==> src/rtl/gandhi_pose_sequencer.sv <==
// Pose sequencer for the Gandhi sprite: turns up/down requests and an optional
// automatic cycle into a looking_up select that only changes at a frame boundary.
module gandhi_pose_sequencer #(
  parameter int H_TRIG      = 0,
  parameter int V_TRIG      = 480,
  parameter int UP_FRAMES   = 30,
  parameter int DOWN_FRAMES = 90,
  parameter int CNT_W       = 8
) (
  input  logic       clk,
  input  logic       rst,
  input  logic [9:0] hCount,
  input  logic [9:0] vCount,
  input  logic       req_up,
  input  logic       req_down,
  input  logic       auto_en,
  output logic       looking_up,
  output logic       frame_tick,
  output logic       pose_changed
);

  typedef enum logic [1:0] {
    DOWN     = 2'd0,
    ARM_UP   = 2'd1,
    UP       = 2'd2,
    ARM_DOWN = 2'd3
  } state_t;

  localparam logic [9:0]       H_TRIG_V  = 10'(H_TRIG);
  localparam logic [9:0]       V_TRIG_V  = 10'(V_TRIG);
  localparam logic [CNT_W-1:0] UP_LAST   = CNT_W'(UP_FRAMES - 1);
  localparam logic [CNT_W-1:0] DOWN_LAST = CNT_W'(DOWN_FRAMES - 1);

  state_t           state_q, state_d;
  logic [CNT_W-1:0] frame_cnt_q, frame_cnt_d;
  logic             match;
  logic             match_q, match_d;
  logic             frame_tick_q, frame_tick_d;
  logic             looking_up_q, looking_up_d;
  logic             pose_changed_q, pose_changed_d;
  logic             eff_up, eff_down;

  assign match = (hCount == H_TRIG_V) && (vCount == V_TRIG_V);

  // A simultaneous up+down request collapses to down alone.
  assign eff_down = req_down;
  assign eff_up   = req_up && !req_down;

  always_comb begin
    match_d      = match;
    frame_tick_d = match && !match_q;
    state_d      = state_q;
    frame_cnt_d  = frame_cnt_q;

    // Requests are checked before the tick so that arming or cancelling
    // always wins over a boundary landing in the same cycle.
    case (state_q)
      DOWN: begin
        if (eff_up) begin
          state_d     = ARM_UP;
          frame_cnt_d = '0;
        end else if (!auto_en) begin
          frame_cnt_d = '0;
        end else if (frame_tick_q) begin
          if (frame_cnt_q == DOWN_LAST) begin
            state_d     = UP;
            frame_cnt_d = '0;
          end else begin
            frame_cnt_d = frame_cnt_q + 1'b1;
          end
        end
      end
      ARM_UP: begin
        if (eff_down) begin
          state_d     = DOWN;
          frame_cnt_d = '0;
        end else if (frame_tick_q) begin
          state_d     = UP;
          frame_cnt_d = '0;
        end
      end
      UP: begin
        if (eff_down) begin
          state_d = ARM_DOWN;
        end else if (eff_up) begin
          frame_cnt_d = '0;
        end else if (frame_tick_q) begin
          if (frame_cnt_q == UP_LAST) begin
            state_d     = DOWN;
            frame_cnt_d = '0;
          end else begin
            frame_cnt_d = frame_cnt_q + 1'b1;
          end
        end
      end
      ARM_DOWN: begin
        if (eff_up) begin
          state_d     = UP;
          frame_cnt_d = '0;
        end else if (frame_tick_q) begin
          state_d     = DOWN;
          frame_cnt_d = '0;
        end
      end
      default: begin
        state_d     = DOWN;
        frame_cnt_d = '0;
      end
    endcase

    // The pose follows the state; armed states still show the old pose.
    looking_up_d   = (state_d == UP) || (state_d == ARM_DOWN);
    pose_changed_d = looking_up_d != looking_up_q;
  end

  always_ff @(posedge clk or posedge rst) begin
    if (rst) begin
      state_q        <= DOWN;
      frame_cnt_q    <= '0;
      match_q        <= 1'b0;
      frame_tick_q   <= 1'b0;
      looking_up_q   <= 1'b0;
      pose_changed_q <= 1'b0;
    end else begin
      state_q        <= state_d;
      frame_cnt_q    <= frame_cnt_d;
      match_q        <= match_d;
      frame_tick_q   <= frame_tick_d;
      looking_up_q   <= looking_up_d;
      pose_changed_q <= pose_changed_d;
    end
  end

  assign looking_up   = looking_up_q;
  assign frame_tick   = frame_tick_q;
  assign pose_changed = pose_changed_q;

endmodule

==> config.mk <==
export PLATFORM = sky130hd
export DESIGN_NAME = gandhi_pose_sequencer
export DESIGN_NICKNAME = d
export VERILOG_FILES = /design/src/rtl/gandhi_pose_sequencer.sv
export SDC_FILE = /design/constraint.sdc
export NUM_CORES = 1
export LEC_CHECK = 0
export ABC_AREA = 1
export CAP_MARGIN = 20
export CORE_MARGIN = 1.5
export CORE_UTILIZATION = 48
export DETAILED_ROUTE_END_ITERATION = 12
export GPL_ROUTABILITY_DRIVEN = 0
export HOLD_SLACK_MARGIN = 0.06
export PLACE_DENSITY = 0.83
export SLEW_MARGIN = 20
export SYNTH_ARGS = -nofsm -noshare
export SYNTH_HDL_FRONTEND = slang
export SYNTH_SLANG_ARGS = --single-unit
==> constraint.sdc <==
create_clock -name clk -period 3.1 [get_ports clk]
set_input_delay 0.775 -clock clk [delete_from_list [all_inputs] [get_ports clk]]
set_output_delay 0.775 -clock clk [all_outputs]
set_load 0.01 [all_outputs]
Word-level counts from Yosys, hierarchy flattened
Cells that the tools add are included.
- input bits: 25
- register bits: 14
- output and inout bits: 3
- logic and storage cells: 53
- add/sub/neg operators: 1
- mux-type cells: 25
- eq/ne operators: 12
- reductions and logical operators: 9
- operator list (cell ; number):
    8-bit 2-to-1 mux ; 11
    8-bit case mux with 4 select lines ; 1
    2-bit 2-to-1 mux ; 12
    10-bit by 9-bit == test with 1-bit output, second input constant ; 1
    10-bit logical NOT ; 1
    8-bit by 1-bit adder with 8-bit output, second input constant ; 1
    2-bit == test, second input constant ; 4
    8-bit by 5-bit == test with 1-bit output, second input constant ; 1
    8-bit by 7-bit == test with 1-bit output, second input constant ; 1
    2-bit case mux with 4 select lines ; 1
    4-bit != test, second input constant ; 1
    1-bit logical AND ; 3
    3-bit != test, second input constant ; 1
    3-bit AND reduction ; 1
    2-bit by 1-bit == test with 1-bit output, second input constant ; 1
    1-bit logical NOT ; 2
    2-bit logical NOT ; 1
    2-bit != test, second input constant ; 1
    1-bit logical OR ; 1
    1-bit != test ; 1

Depth between registers and ports, before layout
- word-level depth: 9
- depth in mapped cells: 11

Worst setup path before layout
OpenSTA, ideal clock, no wires.
- kind: in2reg
- start: input port req_up
- end: register frame_cnt_q[6]
- data arrival time: 1419 ps
- buffers on the path: 0
- setup time: 121 ps
- path slack: 1560 ps
- data required time: 2979 ps
- stages: 9
- cells stage by stage: inv_1 > nor2_1 > nor2_1 > nand2_1 > nand2_4 > nor2_4 > nand2_1 > nand2_1 > o21ai_1
- longest elaborated chain between the ends: 4
- ends and longest elaborated chain (item ; line ; RTL):
    start: declaration ; 14 ; input logic req_up,
    1-bit logical AND * ; 47 ; assign eff_up = req_up && !req_down;
    8-bit 2-to-1 mux ; 85 ; end else if (eff_up) begin
    8-bit 2-to-1 mux ; 83 ; if (eff_down) begin
    8-bit case mux with 4 select lines ; 57 ; case (state_q)
    end signal: assignment ; 126 ; frame_cnt_q <= frame_cnt_d;
    end: declaration ; 35 ; logic [CNT_W-1:0] frame_cnt_q, frame_cnt_d;
Every way passes the cells marked *; elsewhere a longest branch is shown, timed or not. The select of a mux whose other input is x is not followed.
A chain may end at the register's enable or synchronous reset.

Worst setup path after layout
- start: register looking_up_q (netlist: looking_up)
- end: output port looking_up
- RTL lines (item ; line ; RTL):
    start: declaration ; 39 ; logic looking_up_q, looking_up_d;
    start signal: assignment ; 129 ; looking_up_q <= looking_up_d;
    end: declaration ; 17 ; output logic looking_up,
No word-level cell between the ends.

==> impl_metrics.yaml <==
status:
  status: "finished clean"
pwr:
  p_leak_nw: 0.556
  combPwrFrac_pct: 35.3
  switching_share_pct: 38.5
  p_per_area_mw_per_mm2: 446
  switchingPower_mw: 0.205
  pwr-share-clk_pct: 20.2
  ir_drop_uv: 313
  pwr-share-seq_pct: 44.5
  p_int_mw: 0.328
global_routing:
  grt_pass1_vias: 817
  grt_first_pass_wirelength_um: 3150
  grt_usage_pct: 20.9
  grt_remaining_overflow: 0
  antenna_found_initial: 0
  grt_max_degree: 14
cts:
  worstSkewPairLatency_ps: 280
  clockBufferDepth: 2
  cts_resized: 0
  root_buffer: "clkbuf_4"
  numCtsBuffers: 3
  cts_setup_buffers: 0
  cts_tree: "yes"
  cts-hold-fix-buffers: 0
  cts.sinks: 13
  clkSlewWorstSetupHoldPaths_ps: 90
  h-tree-depth: 1
synth:
  yosysUniqueCellTypes: 18
  synthesis.nets: 154
  ys_ff_latch: 13
  ys_warn_count: 0
  yosysSeqAreaShare_pct: 37.6
  syn_inst: 127
  syn_area_um2: 866
  syn_area_per_cell_um2: 6.82
drt:
  num_vias: 920
  ant_nets: 0
  drtIter0Drc: 23
  drtPass1Iterations: 4
  drt_wl_total_um: 1870
  routed_via_density: 5.03
  wl_per_cell_um: 10.2
  drcViolationCount: 0
worst_hold_path:
  min_to: "frame_tick"
  whs_path_depth: 1
  hp-start: "match_q"
  hold_class: "reg -> reg"
timing:
  worst_pin_slew_ps: 493
  relSlewSlack_pct: 67.1
  rsz0062_at_grt: "no"
  drv_slew: 0
  fin_hold_ws_ps: 415
  setup_viol: 0
  finalHoldViolCount: 0
  final.setup.tns_ps: 0
  min_period_ps: 2100
  post-route-period-util_pct: 67.7
  skew_ps: 7.55
  max_freq_mhz: 477
finish:
  seq_area_um2: 325
  antenna_cells: 0
  multi_input_area_um2: 462
  layout_common_cells: "nand2_1, clkdlybuf4s50_1, nor2_1, dfrtp_1"
  final_layout_size_suffix_gt1_share_pct: 12.0
  final_common_cell: "nand2_1"
  layout.nets: 186
  nFillCells: 139
  utilization_pct: 70.0
  syn2layout_area_growth_pct: 38.0
worst_setup_path:
  critPathSlowestCell: "clkdlybuf4s50_1"
  cp_cell_sequence: "clkdlybuf4s50_1"
  cp-end-kind: "primary output"
  critPathKind: "reg -> out"
  r2r_setup_slack_ps: 1600
  cp_max_fo: 6
  worst_ep_required_time_ps: 2320
  rr_worst_depth: 11
  crit_family: "buffers and inverters"
  arrival_ps: 1320
  crit_start: "looking_up"
  path_buf_inv: 1
  r2r_end: "frame_cnt_q[4]"
  r2r-start: "frame_cnt_q[1]"
  cpPeakStageDelay_ps: 580
  critPathLaunchType: "register"
placement:
  port_buffers: 27
  hpwl_um: 1550
floorplan:
  dieArea_mm2: 0.00207
  die_h_um: 45.5
  dieWidth_um: 45.5
  num_io_pins: 28
  rows: 15
  coreArea_mm2: 0.00171
  start_util_pct: 50.7
job:
  max-cap-violations: 0
-- per-layer routing --
layer | up-vias | part of all wire, % | global-route usage (%)
li1 | 466 | - | -
met5 | - | 0 | 0
met4 | 0 | 1.9 | 8.82
met3 | 4 | 7.6 | 3.57
met1 | 410 | 41 | 24.9
met2 | 40 | 49 | 36.3
-- how the worst max path moves through the flow --
stage | to | slack [ps] | cells past startpoint
floorplan | frame_cnt_q[6] | 1560 | 9
global placement | frame_cnt_q[0] | 960 | 10
detailed placement | frame_cnt_q[4] | 970 | 11
CTS | looking_up | 1000 | 1
global route | looking_up | 930 | 1
finish | looking_up | 1000 | 1
-- area by class of cell --
cell class              count  area share [%]
multi-input cells          93            38.6
repair buffers             27            22.6
clock buffers               3            1.88
flip-flops and latches     13            27.2
well taps                  25            2.62
inverters                  21            6.60
clock inverters             1           0.419
-- through the flow --
step / power [mW] / area, um^2 / std cells / setup WS [ps]
final: 0.533 / 1190 / 183 / 1000
after global routing: 0.571 / 1190 / 183 / 934
after CTS: 0.533 / 1190 / 183 / 998
after floorplan: 0.362 / 866 / 127 / 1560
after detailed placement: 0.424 / 1170 / 179 / 969
after global placement: 0.419 / 1170 / 179 / 965
-- power groups by stage --
stage	Combinational, mW	Sequential [mW]	Clock, mW
floorplan	0.133	0.229	0
global placement	0.182	0.237	0
detailed placement	0.187	0.237	0
CTS	0.188	0.235	0.109
global route	0.211	0.240	0.120
finish	0.188	0.237	0.108
-- worst register-to-register path: cells and delay by family (launching register included) --
family                     cells  cell delay, ps
DFF                            1             430
buffers and inverters          1              90
adders and majority gates      1             140
and+or+nand+nor                9             760
-- sequential cells by signal, summed over array words and instances (netlist names) --
register / count
looking_up: 1
frame_cnt_q: 8
match_q: 1
pose_changed: 1
state_q: 1
frame_tick: 1
-- synth_stat cells, drive strengths merged --
cell	instances	area (um^2)
a21oi	1	5.00
dfrtp	13	325
ha	2	25.0
inv	21	78.8
nand2	45	191
nand3	12	60.1
nand4	1	6.26
nor2	16	82.6
nor3	2	10.0
nor3b	1	7.51
nor4	4	25.0
o21ai	7	35.0
o22ai	1	6.26
o31ai	1	7.51
-- cell families after synthesis --
family / share of synthesized area (%)
AO/OA/AOI/OAI: 6.21
adder cells (fa/ha/maj): 2.89
buffers and inverters: 9.10
flip-flops: 37.6
AND/OR/NAND/NOR: 44.2
No activity file was read; power rests on OpenSTA's default activity.
